<file path="src/rtl/camara_emulador.sv">
// OV7670-style camera source: vsync/href/data RGB565 byte stream with test patterns.
// Frame timing is counted from VSYNC entry; every output is a registered copy of next-state values.
module camara_emulador #(
    parameter int H_PIXELS    = 160,
    parameter int V_LINES     = 120,
    parameter int H_BLANK     = 16,
    parameter int VSYNC_LINES = 3,
    parameter int VBP_LINES   = 2,
    parameter int VFP_LINES   = 2,
    parameter int BAR_SHIFT   = 4
) (
    input  logic        pclk,
    input  logic        rst,
    input  logic        enable,
    input  logic [1:0]  pattern_sel,
    input  logic [15:0] solid_rgb,
    output logic        vsync,
    output logic        href,
    output logic [7:0]  data,
    output logic        frame_done,
    output logic        busy
);

    localparam int LINE_CYCLES = 2 * H_PIXELS + H_BLANK;
    localparam int ACT_CYC     = 2 * H_PIXELS;
    localparam int VS_CYC      = VSYNC_LINES * LINE_CYCLES;
    localparam int VBP_CYC     = VBP_LINES * LINE_CYCLES;
    localparam int VFP_CYC     = VFP_LINES * LINE_CYCLES;
    localparam int MAX_L01     = (VSYNC_LINES > VBP_LINES) ? VSYNC_LINES : VBP_LINES;
    localparam int MAX_L       = (MAX_L01 > VFP_LINES) ? MAX_L01 : VFP_LINES;
    localparam int CW          = $clog2(MAX_L * LINE_CYCLES);
    localparam int XW          = (H_PIXELS > 1) ? $clog2(H_PIXELS) : 1;
    localparam int YW          = (V_LINES > 1) ? $clog2(V_LINES) : 1;

    localparam logic [CW-1:0] VS_LAST  = CW'(VS_CYC - 1);
    localparam logic [CW-1:0] VBP_LAST = CW'(VBP_CYC - 1);
    localparam logic [CW-1:0] ACT_LAST = CW'(ACT_CYC - 1);
    localparam logic [CW-1:0] HB_LAST  = CW'(H_BLANK - 1);
    localparam logic [CW-1:0] VFP_LAST = CW'(VFP_CYC - 1);
    localparam logic [YW-1:0] Y_LAST   = YW'(V_LINES - 1);

    typedef enum logic [2:0] {
        IDLE,
        VSYNC,
        VBP,
        ACTIVE,
        HBLANK,
        VFP
    } state_t;

    state_t      state, state_nx;
    logic [CW-1:0] cnt, cnt_nx;
    logic [YW-1:0] y, y_nx;
    logic [15:0] pixcnt, pixcnt_nx;
    logic [4:0]  fcnt, fcnt_nx;
    logic [1:0]  sel, sel_nx;
    logic [15:0] solid, solid_nx;
    logic        latch;
    logic [XW-1:0] x_nx;
    logic [2:0]  bar;
    logic [15:0] pix;
    logic [7:0]  byte_nx;

    always_comb begin
        state_nx  = state;
        cnt_nx    = cnt + 1'b1;
        y_nx      = y;
        pixcnt_nx = pixcnt;
        fcnt_nx   = fcnt;
        latch     = 1'b0;
        unique case (state)
            IDLE: begin
                cnt_nx = '0;
                if (enable) begin
                    state_nx = VSYNC;
                    latch    = 1'b1;
                end
            end
            VSYNC: begin
                if (cnt == VS_LAST) begin
                    state_nx = VBP;
                    cnt_nx   = '0;
                end
            end
            VBP: begin
                if (cnt == VBP_LAST) begin
                    state_nx = ACTIVE;
                    cnt_nx   = '0;
                    y_nx     = '0;
                end
            end
            ACTIVE: begin
                if (cnt[0]) pixcnt_nx = pixcnt + 16'd1;
                if (cnt == ACT_LAST) begin
                    state_nx = HBLANK;
                    cnt_nx   = '0;
                end
            end
            HBLANK: begin
                if (cnt == HB_LAST) begin
                    cnt_nx = '0;
                    if (y != Y_LAST) begin
                        y_nx     = y + 1'b1;
                        state_nx = ACTIVE;
                    end else begin
                        state_nx = VFP;
                    end
                end
            end
            VFP: begin
                if (cnt == VFP_LAST) begin
                    cnt_nx  = '0;
                    fcnt_nx = fcnt + 5'd1;
                    if (enable) begin
                        state_nx = VSYNC;
                        latch    = 1'b1;
                    end else begin
                        state_nx = IDLE;
                    end
                end
            end
            default: begin
                state_nx = IDLE;
                cnt_nx   = '0;
            end
        endcase
        sel_nx   = latch ? pattern_sel : sel;
        solid_nx = latch ? solid_rgb : solid;
        if (latch) pixcnt_nx = '0;
    end

    // Pixel for the byte that will be on the bus after this edge
    always_comb begin
        x_nx = cnt_nx[XW:1];
        bar  = 3'(16'(x_nx) >> BAR_SHIFT);
        pix  = '0;
        unique case (sel_nx)
            2'd0: pix = {{5{bar[2]}}, {6{bar[1]}}, {5{bar[0]}}};
            2'd1: pix = {5'(x_nx), 6'(y_nx), fcnt};
            2'd2: pix = solid_nx;
            default: pix = pixcnt_nx;
        endcase
        byte_nx = cnt_nx[0] ? pix[7:0] : pix[15:8];
    end

    always_ff @(posedge pclk) begin
        if (rst) begin
            state      <= IDLE;
            cnt        <= '0;
            y          <= '0;
            pixcnt     <= '0;
            fcnt       <= '0;
            sel        <= '0;
            solid      <= '0;
            vsync      <= 1'b0;
            href       <= 1'b0;
            data       <= 8'h00;
            frame_done <= 1'b0;
            busy       <= 1'b0;
        end else begin
            state      <= state_nx;
            cnt        <= cnt_nx;
            y          <= y_nx;
            pixcnt     <= pixcnt_nx;
            fcnt       <= fcnt_nx;
            sel        <= sel_nx;
            solid      <= solid_nx;
            vsync      <= (state_nx == VSYNC);
            href       <= (state_nx == ACTIVE);
            data       <= (state_nx == ACTIVE) ? byte_nx : 8'h00;
            frame_done <= (state_nx == VFP) && (cnt_nx == VFP_LAST);
            busy       <= (state_nx != IDLE);
        end
    end

endmodule

</file>
<file path="config.mk">
export PLATFORM = sky130hd
export DESIGN_NAME = camara_emulador
export DESIGN_NICKNAME = d
export VERILOG_FILES = /design/src/rtl/camara_emulador.sv
export SDC_FILE = /design/constraint.sdc
export NUM_CORES = 1
export LEC_CHECK = 0
export CAP_MARGIN = 25
export CORE_MARGIN = 1.5
export CORE_UTILIZATION = 45
export DETAILED_ROUTE_END_ITERATION = 12
export HOLD_SLACK_MARGIN = 0.15
export PLACE_DENSITY = 0.72
export SKIP_LAST_GASP = 1
export SYNTH_ARGS = -nofsm -noshare
export SYNTH_HDL_FRONTEND = slang
export SYNTH_SLANG_ARGS = --single-unit
</file>
<file path="constraint.sdc">
create_clock -name pclk -period 4.89 [get_ports pclk]
set_input_delay 1.467 -clock pclk [delete_from_list [all_inputs] [get_ports pclk]]
set_output_delay 1.467 -clock pclk [all_outputs]
set_load 0.01 [all_outputs]
</file>
[After elaboration in Yosys (flattened, before gate mapping)]
Index checks and enable logic that the tools add are counted.
Storage, ports and cells
  flip-flop bits (word level): 71
  bits of input ports: 21
Cells by class
  muxes and demuxes: 28
  $add $sub $neg: 4
  reductions and logical operators: 9
  bitwise operators: 1
  eq/ne operators: 19
Operators with widths (count)
  2-to-1 mux 16 bit: 4
  case mux 16 bit (3 select lines): 1
  2-to-1 mux 10 bit: 4
  case mux 10 bit (4 select lines): 1
  == test 10 bit, second input constant: 3
  2-to-1 mux 3 bit: 7
  2-to-1 mux 7 bit: 3
  case mux 3 bit (6 select lines): 1
  adder 16 x 1 -> 16 bit, second input constant: 1
  case mux 7 bit (2 select lines): 1
  adder 10 x 1 -> 10 bit, second input constant: 1
  == test 10 x 4 -> 1 bit, second input constant: 1
  == test 10 x 9 -> 1 bit, second input constant: 1
  == test 3 x 2 -> 1 bit, second input constant: 3
  == test 3 bit, second input constant: 3
  2-to-1 mux 8 bit: 1
  adder 7 x 1 -> 7 bit, second input constant: 1
  inequality test 7 bit, second input constant: 1
  == test 3 x 1 -> 1 bit, second input constant: 2
  inequality test 2 bit, second input constant: 3
  adder 5 x 1 -> 5 bit, second input constant: 1
  AND reduction 4 bit: 1
  OR reduction 2 bit: 2
  zero test 3 bit: 1
  11 further kinds: 13

[Depth between registers and ports, before layout]
Gate-level depths: netlist (run 1).
  word-level depth: 7
  gate-level depth with buffers: 10
  mapped depth without buffers: 8

[Least setup slack after synthesis (run 1)]
OpenSTA, ideal clock, no wires.
  path kind: input to register
  start: input port enable
  end: register data[7]
  stages: 6
  arrival: 2926 ps
  setup time: 61 ps
  setup slack: 1904 ps
  required time: 4829 ps
  path buffers: 0
  path through: nor2b_1 a21boi_0 nor3_2 nor4b_2 a21boi_0 a32o_1
Between the ends
  cells in the longest elaborated chain, start to end: 7
Ends and longest elaborated chain
  from (decl): line 14  | input logic enable,
  2-to-1 mux 1 bit: line 74, 114
  2-to-1 mux 1 bit: line 111  | if (cnt == VFP_LAST) begin
  case mux 1 bit (2 select lines): line 71  | unique case (state)
  2-to-1 mux 2 bit: line 127  | sel_nx = latch ? pattern_sel : sel;
  == test 2 bit, or another cell as far along: line 137  | unique case (sel_nx)
  case mux 16 bit (3 select lines): line 137
  2-to-1 mux 8 bit: line 143  | byte_nx = cnt_nx[0] ? pix[7:0] : pix[15:8];
  to (signal assigned): line 170  | data <= (state_nx == ACTIVE) ? byte_nx : 8'h00;
  to (decl): line 19  | output logic [7:0] data,
Parallel ways exist; a longest one is shown, timed or not.
A chain may end at the register's enable or synchronous reset.

[Worst setup path after layout (run 1)]
  start: input port enable
  end: register data[2]
The elaborated chain is that of the path after synthesis.

==> results of run 1 <==
## logic make-up after synthesis
| family | synth area share [%] |
|---|---|
| AND/OR/NAND/NOR | 26.7 |
| AO/OA/AOI/OAI | 18.4 |
| flip-flops | 36.7 |
| buffers and inverters | 4.55 |
| XOR/XNOR | 6.33 |
| multiplexers | 6.07 |
| adder cells (fa/ha/maj) | 1.29 |
## worst max-delay path by stage
stage | from | to | cells past startpoint
6_report | enable | data[2] | 7
5_1_grt | enable | data[2] | 7
4_1_cts | enable | data[2] | 7
3_5_place_dp | enable | data[2] | 7
3_3_place_gp | enable | data[1] | 7
2_1_floorplan | enable | data[7] | 6
## routing by layer
layer / vias up / routed length [microns] / GRT usage (%)
li1: 1583 / - / -
met1: 1553 / 4530 / 30.6
met2: 116 / 4180 / 32.9
met3: 23 / 611 / 4.34
met4: 0 / 261 / 9.80
met5: - / 0 / 0
## cell type report
class	instances	share of cell area, %
flip-flops and latches	71	32.4
well taps	105	3.00
inverters	8	0.685
clock buffers	11	3.45
repair buffers	34	7.65
clock inverters	5	0.884
multi-input cells	320	51.9
## sequential cells by signal, summed over array words and instances, names as in the netlist
register	cells
y	7
vsync	1
sel	2
fcnt	5
state	3
data	8
solid	16
href	1
busy	1
pixcnt	16
cnt	10
frame_done	1
## stage by stage
stage,hold slack (ns),area [sq um],setup WS [ns],util (%)
global placement,0.480,4200,0.989,50.8
global route,0.518,4390,1.10,53.1
floorplan,0.455,3870,1.90,-
finish,0.500,4390,1.22,53.1
CTS,0.507,4390,1.24,53.1
detailed placement,0.490,4200,0.891,50.8
## synth_stat cells, drive strengths merged (2+ instances only)
| cell | count |
|---|---|
| nor2b | 5 |
| buf | 11 |
| nand3 | 14 |
| o41ai | 2 |
| a21oi | 8 |
| and4b | 3 |
| a31oi | 4 |
| a21boi | 6 |
| nor2 | 66 |
| o221ai | 9 |
| nand4 | 15 |
| mux2 | 2 |
| nor4b | 3 |
| mux2i | 20 |
| a32o | 8 |
| o31ai | 3 |
| o21ai | 10 |
| and3 | 11 |
| nor3b | 6 |
| ha | 4 |
| nand2 | 29 |
| clkbuf | 14 |
| nand4b | 3 |
| nor4 | 2 |
| xor2 | 16 |
| dfxtp | 71 |
| or3 | 2 |
| and2 | 9 |
| a41o | 3 |
| nand2b | 3 |
| a211oi | 2 |
| nor3 | 5 |
| or2 | 4 |
| o211ai | 9 |
| xnor2 | 12 |
| and4 | 2 |
| or4 | 2 |
| inv | 8 |
## worst register-to-register path, delay by kind of cell (launching register included)
kind               cells  cell delay [ns]
and+or+nand+nor        4             1.89
DFF                    1             0.62
AOI/OAI and AO/OA      3             0.55
## where the power goes
group | leakage, uW | total, uW | switching (uW) | internal [uW]
Clock | 0.0000963 | 455 | 240 | 216
Sequential | 0.000576 | 598 | 8.18 | 590
Combinational | 0.000911 | 126 | 72.9 | 53.6
==> results.toml, run 1 <==
[run_status]
status = "finished clean"

[global_routing]
grt_pass1_wl_microns = 15400
overflow = 0
grt_pass1_vias = 3049
antenna_found_initial = 0
grt_start_max_net_pins = 38
grt.total_usage_pct = 22.1

[clocking]
cts_tree = "built"
cts_resized = 0
cts_hold_buf = 0
cts_sinks = 71
cts_max_level = 3
cts_made_buffers = 9
post_cts_buffers = 0
clk_path_buf_depth = 2
clk_pin_slew_ns = 0.08
root_buffer = "clkbuf_8"
insertion_delay_ns = 0.35

[sta]
clock.fmax_mhz = 273
worst_pin_slew_ns = 0.769
setup_violations = 0
period_needed_ns = 3.67
tns_ns = 0
rsz0062_at_grt = "false"
finalCritPeriodShare_pct = 75.0
relSlewSlack_pct = 48.3
finalMaxSlewViolations = 0
clock_skew_ns = 0.0140
finalHoldViolCount = 0

[final_layout]
layout.nets = 469
drive_gt1_share_pct = 10.5
layout_commonest_cell = "dfxtp_1"
diodes = 0
final_cell_mix = "71 x dfxtp_1, 66 x nor2_1, 32 x clkdlybuf4s50_1"
nFillCells = 746
seqCellArea_sq_mm = 0.00142
multi_input_area_sq_mm = 0.00228
syn_to_final_growth_pct = 13.2
fin_cells = 554

[worst_setup_path]
path_delay_family = "simple AND/OR/NAND/NOR gates"
crit_required_ns = 5.14
r2r_slack_ns = 1.77
cp_max_fo = 16
slowest_delay_ns = 0.63
critPathCaptureType = "flip-flop"
r2r_cells = 7
crit_path_frequent_cell = "and2_1"
rr_endpoint = "data[7]"
worstSetupStartpointType = "primary input"
crit_buf_inv = 1
cp.arrival_ns = 3.91
crit-reg2reg-launch = "state[2]"
crit_path_top_delay_cell = "and2_1"
cp_cell_sequence = "clkdlybuf4s50_1 > nor2b_1 > and2_1 > a31o_4 > o21ai_0 > and2_1 > a32o_1"
crit_type = "primary input to flip-flop"

[hold_path]
hp-start = "y[6]"
whs_endpoint = "y[6]"
min_path_type = "flip-flop to flip-flop"
holdPathStages = 2

[synthesis]
yosysWarningCount = 0
avgSynthCellArea_sq_um = 9.14
async_flop_share_pct = 0
synth_fp_nets = 449
ys_seq_area_share_pct = 36.7
synth.distinct_cells = 78
synthCells = 424
yosysTopAreaCellShare_pct = 36.7
synthFlopType = "dfxtp_1"
netlist_area_sq_mm = 0.00387
synth_seq_cells = 71
synth_edf_count = 0
synth_area_leader_cell = "dfxtp_1"
synth.area.top_cells = "dfxtp_1 37%, nor2_1 6.4%, mux2i_1 4.9%"

[floorplanning]
die_h_microns = 95.8
fp.dieArea_sq_mm = 0.00918
die_w_microns = 95.8
rows = 33
core_sq_mm = 0.00826
io_pins = 33
start_util_pct = 46.9

[route]
antenna_left = 0
vias_per_cell = 5.91
drc = 0
drt_iter0_drc = 225
route.vias.total = 3275
firstDrtPassIters = 5
wl_per_cell_microns = 17.3
drt_wl_total_microns = 9570

[place]
dp.cells = 538
dp_hpwl_microns = 6920
place_congestion = 0.880
io_buffers = 32

[power_and_ir_drop]
power.density_mw_per_mm2 = 269
p_leak_uw = 0.00158
finalPower_uw = 1180
peakVddDrop_uv = 138

[flow_run]
drv_cap = 0
Note: power is estimated with default switching activity, not from simulation.
==> run 2, diff against run 1 <==
- PLACE_DENSITY: 0.72 -> 0.74
- clock period: 4.89 -> 3 ns (I/O delays scaled with it)
==> run 2 against run 1 <==
  * First-iteration DRC count fell by 9.3%
  * Total power up 58%
  * Count of clock-buffer cells in the layout down 2
  * Critical path type is now flip-flop to flip-flop
==> results.toml, run 2 (same netlist as run 1, synthesis figures left out) <==
[final_layout]
nFillCells = 751
layout_commonest_cell = "dfxtp_1"
final_cell_mix = "71 x dfxtp_1, 66 x nor2_1, 32 x clkdlybuf4s50_1"
fin_util_pct = 54.9
largest_registers = "pixcnt: 16 flops, solid: 16 flops, cnt: 10 flops"
fin_cells = 575
diodes = 0
drive_gt1_share_pct = 14.5
layout.nets = 491
syn_to_final_growth_pct = 17.0

[worst_setup_path]
slowest_delay_ns = 0.47
cp_cell_sequence = "ha_1 > and4_1 > nand4_1 > a41o_1 > nor3_2 > nor4b_2 > buf_4 > and2_1 > a32o_1"
crit_required_ns = 3.25
crit_path_top_delay_cell = "nor3_2"
crit_type = "flip-flop to flip-flop"
cp_max_fo = 8
worstSetupStartpointType = "flip-flop"
cp.arrival_ns = 3.08
critPathCaptureType = "flip-flop"

[flow_run]
drv_cap = 0

[global_routing]
grt_pass1_vias = 3182
antenna_found_initial = 0
grt_pass1_wl_microns = 15500
grt.total_usage_pct = 22.3
overflow = 0
grt_start_max_net_pins = 38

[sta]
relSlewSlack_pct = 60.4
clock.fmax_mhz = 353
holdWs_ns = 0.503
timing.final.ws_setup_ns = 0.168
finalMaxSlewViolations = 0
worst_pin_slew_ns = 0.590
tns_ns = 0
finalCritPeriodShare_pct = 94.4
clock_skew_ns = 0.0120
period_needed_ns = 2.83
setup_violations = 0
rsz0062_at_grt = "false"
finalHoldViolCount = 0

[clocking]
cts_made_buffers = 9
insertion_delay_ns = 0.35
cts_sinks = 71
root_buffer = "clkbuf_8"
clk_path_buf_depth = 2
post_cts_buffers = 0
cts_resized = 0
cts_tree = "built"
cts_max_level = 3
cts_hold_buf = 0
clk_pin_slew_ns = 0.07

[place]
dp.cells = 560
dp_hpwl_microns = 7220
io_buffers = 32
place_congestion = 0.972
place_ws_ns = 0.0101

[floorplanning]
io_pins = 33
die_h_microns = 95.8
fp.dieArea_sq_mm = 0.00918
start_util_pct = 46.9
core_sq_mm = 0.00826
die_w_microns = 95.8
rows = 33

[route]
firstDrtPassIters = 5
route.vias.total = 3339
drc = 0
wl_per_cell_microns = 16.4
antenna_left = 0
vias_per_cell = 5.81
drt_wl_total_microns = 9430
drt_iter0_drc = 204

[power_and_ir_drop]
peakVddDrop_uv = 249
p_leak_uw = 0.00168
power.density_mw_per_mm2 = 410

[hold_path]
min_path_type = "flip-flop to flip-flop"

[run_status]
status = "finished clean"
## run 2: cell count changes in the layout (fill, tap and decap cells not counted)
cell / delta
inv_6: -2
clkinv_2: +2
buf_4: +21
clkbuf_8: -2
buf_12: +1
clkinvlp_4: +1
## run 2: cell type report
type,count,area (sq um),share of cell area (%)
multi-input cells,320,2280,50.2
flip-flops and latches,71,1420,31.3
repair buffers,56,513,11.3
well taps,105,131,2.90
clock buffers,9,124,2.73
clock inverters,6,38.8,0.855
inverters,8,30.0,0.662
## run 2: stage by stage
| step | instance area, sq um | power [uW] |
|---|---|---|
| 2_1_floorplan | 3870 | 1140 |
| 3_3_place_gp | 4370 | 1220 |
| 3_5_place_dp | 4370 | 1230 |
| 4_1_cts | 4540 | 1870 |
| 5_1_grt | 4540 | 1930 |
| 6_report | 4540 | 1860 |
## run 2: worst paths after layout
check | startpoint | end | slack, ns | depth (start not counted)
setup reg to reg | cnt[0] | data[2] | 0.17 | 9
setup / recovery | cnt[0] | data[2] | 0.17 | 9
hold / removal | y[6] | y[6] | 0.50 | 2
hold reg to reg | y[6] | y[6] | 0.50 | 2
## run 2: power breakdown
part / internal (uW) / switching [uW]
sequential: 962 / 13.2
clock: 292 / 362
combinational: 108 / 122
## run 2: metal layers
metal	track usage [%]	routed length, microns
met1	28.9	4300
met2	35.7	4360
met3	5.92	607
met4	7.48	162
met5	0	0
## run 2: critical path, delay by kind of cell, from the launching register on
kind	cells	cell delay, ns
adders and majority gates	1	0.31
and+or+nand+nor	5	1.27
AOI/OAI and AO/OA	2	0.52
buffers and inverters	1	0.18
DFF	1	0.45
==> run 3, diff against run 2 <==
- ABC_AREA: not set -> 1
- CTS_CLUSTER_SIZE: not set -> 25
- MAX_ROUTING_LAYER: not set -> met4
==> run 3 against run 2 <==
  * Die area is 8.6% higher
  * Largest cell class unchanged
  * Non-clock buffer count is 21 lower
  * Total power up 17%
  * Highest routed layer unchanged
  * Global-route usage rose by 1.9 points
  * Worst setup slack gained 0.21 ns
  * Largest power group unchanged
  * Critical path depth increased by 2
  * Critical endpoint is now data[5]
  * Sequential power shrank 0.5%
  * Area after synthesis increased by 8.9%
  * Critical path type is now primary input to flip-flop
==> results.toml, run 3 <==
[synthesis]
ys_seq_area_share_pct = 33.7
synth_area_leader_cell = "dfxtp_1"
netlist_area_sq_mm = 0.00422
synth_fp_nets = 675
synthFlopType = "dfxtp_1"
synth.area.top_cells = "dfxtp_1 34%, nand2_1 15%, nor2_1 8.5%"
synth_seq_cells = 71
yosysTopAreaCellShare_pct = 33.7
synth_edf_count = 0
synth.most_common_cell = "nand2_1"
synthTopCellsByCount = "167 x nand2_1, 96 x nor2_1, 89 x inv_1"
avgSynthCellArea_sq_um = 6.49
yosysWarningCount = 0
synthCells = 650
synth.distinct_cells = 41
async_flop_share_pct = 0

[clocking]
post_cts_buffers = 0
cts_tree = "built"
cts_hold_buf = 0
cts_max_level = 3
root_buffer = "clkbuf_8"
cts_made_buffers = 9
cts_sinks = 71
clk_pin_slew_ns = 0.07
insertion_delay_ns = 0.35
clk_path_buf_depth = 2
cts_resized = 0

[sta]
clock.fmax_mhz = 382
period_needed_ns = 2.62
tns_ns = 0
timing.final.ws_setup_ns = 0.382
finalHoldViolCount = 0
worst_pin_slew_ns = 0.544
rsz0062_at_grt = "false"
finalCritPeriodShare_pct = 87.3
clock_skew_ns = 0.00921
finalMaxSlewViolations = 0
relSlewSlack_pct = 63.7
setup_violations = 0

[route]
drt_wl_total_microns = 10900
drc = 0
firstDrtPassIters = 5
route.vias.total = 4186
antenna_left = 0
vias_per_cell = 5.25
drt_iter0_drc = 278
wl_per_cell_microns = 13.7

[power_and_ir_drop]
power.density_mw_per_mm2 = 449
finalPower_uw = 2170
p_leak_uw = 0.00212
peakVddDrop_uv = 220

[floorplanning]
die_w_microns = 99.8
start_util_pct = 46.1
fp.dieArea_sq_mm = 0.00997
die_h_microns = 99.8
core_sq_mm = 0.00915
rows = 35
io_pins = 33

[global_routing]
antenna_found_initial = 0
grt.total_usage_pct = 24.2
grt_pass1_wl_microns = 18700
grt_start_max_net_pins = 48
grt_pass1_vias = 3974
overflow = 0

[place]
io_buffers = 32
place_ws_ns = 0.0787
place_congestion = 0.926
dp_hpwl_microns = 8420

[run_status]
status = "finished clean"

[final_layout]
syn_to_final_growth_pct = 14.6
diodes = 0
nFillCells = 882
layout.nets = 706
seqCellArea_sq_mm = 0.00142
layout_commonest_cell = "nand2_1"
drive_gt1_share_pct = 9.77
multi_input_area_sq_mm = 0.00231
final_cell_mix = "167 x nand2_1, 96 x nor2_1, 89 x inv_1"
largest_registers = "pixcnt: 16 flops, solid: 16 flops, cnt: 10 flops"

[worst_setup_path]
crit_required_ns = 3.29
r2r_slack_ns = 0.40
crit_type = "primary input to flip-flop"
worstSetupStartpointType = "primary input"
cp.arrival_ns = 2.90
critPathCaptureType = "flip-flop"
cp_max_fo = 14

[flow_run]
drv_cap = 0

[hold_path]
min_path_type = "flip-flop to flip-flop"
==> run 3: final cells by class <==
class | count | area share (%)
clock inverters | 6 | 2.22
well taps | 111 | 2.87
flip-flops and latches | 71 | 29.4
inverters | 96 | 7.50
multi-input cells | 468 | 47.8
clock buffers | 10 | 2.85
repair buffers | 35 | 7.35
==> run 3: kinds of logic (layout without fill, tap and decap cells) <==
kind of cell / count (synthesis) / count (layout) / synth area share (%)
xor+xnor: 9 / 9 / 1.87
simple gates: 395 / 395 / 43.6
fa+ha+maj: 4 / 4 / 1.19
buf+inv: 111 / 147 / 11.5
flops: 71 / 71 / 33.7
compound gates: 60 / 60 / 8.21
==> run 3: path summary, 6_finish.rpt <==
kind                   from   endpoint  cells past startpoint
hold reg to reg   solid[14]  solid[14]                      2
setup reg to reg     cnt[0]    data[7]                     12
hold / removal    solid[14]  solid[14]                      2
setup / recovery     enable    data[5]                     11
==> run 3: power breakdown <==
part | internal [uW] | switching, uW | leakage (uW)
logic | 92.8 | 161 | 0.00142
clock network | 572 | 376 | 0.000122
registers | 963 | 8.38 | 0.000576
total | 1630 | 545 | 0.00212
==> run 3: routing by layer <==
layer / part of all wire (%) / track usage, % / routed length (microns) / up-vias
li1: - / - / - / 2123
met1: 47 / 31.5 / 5120 / 1917
met2: 46 / 38.7 / 5050 / 126
met3: 4.8 / 3.34 / 529 / 20
met4: 2.1 / 8.56 / 224 / 0
met5: 0 / - / 0 / -
==> run 3: worst max-delay path: stages <==
cell	delay, ns
clkdlybuf4s50_1	0.51
inv_1	0.08
nor2_4	0.13
nand3_4	0.11
nand3b_1	0.14
nand2_2	0.14
nor2_4	0.34
inv_1	0.20
nor2_1	0.17
nor3_1	0.07
nor2_1	0.10
==> run 3: metrics by stage <==
stage                     util, %  area, sq um  hold slack (ns)  std cells
after global placement       50.2         4590            0.457        781
final                        52.9         4840            0.474        797
after floorplan                 -         4220            0.435        650
after CTS                    52.9         4840            0.474        797
after detailed placement     50.2         4590            0.464        781
after global routing         52.9         4840            0.494        797
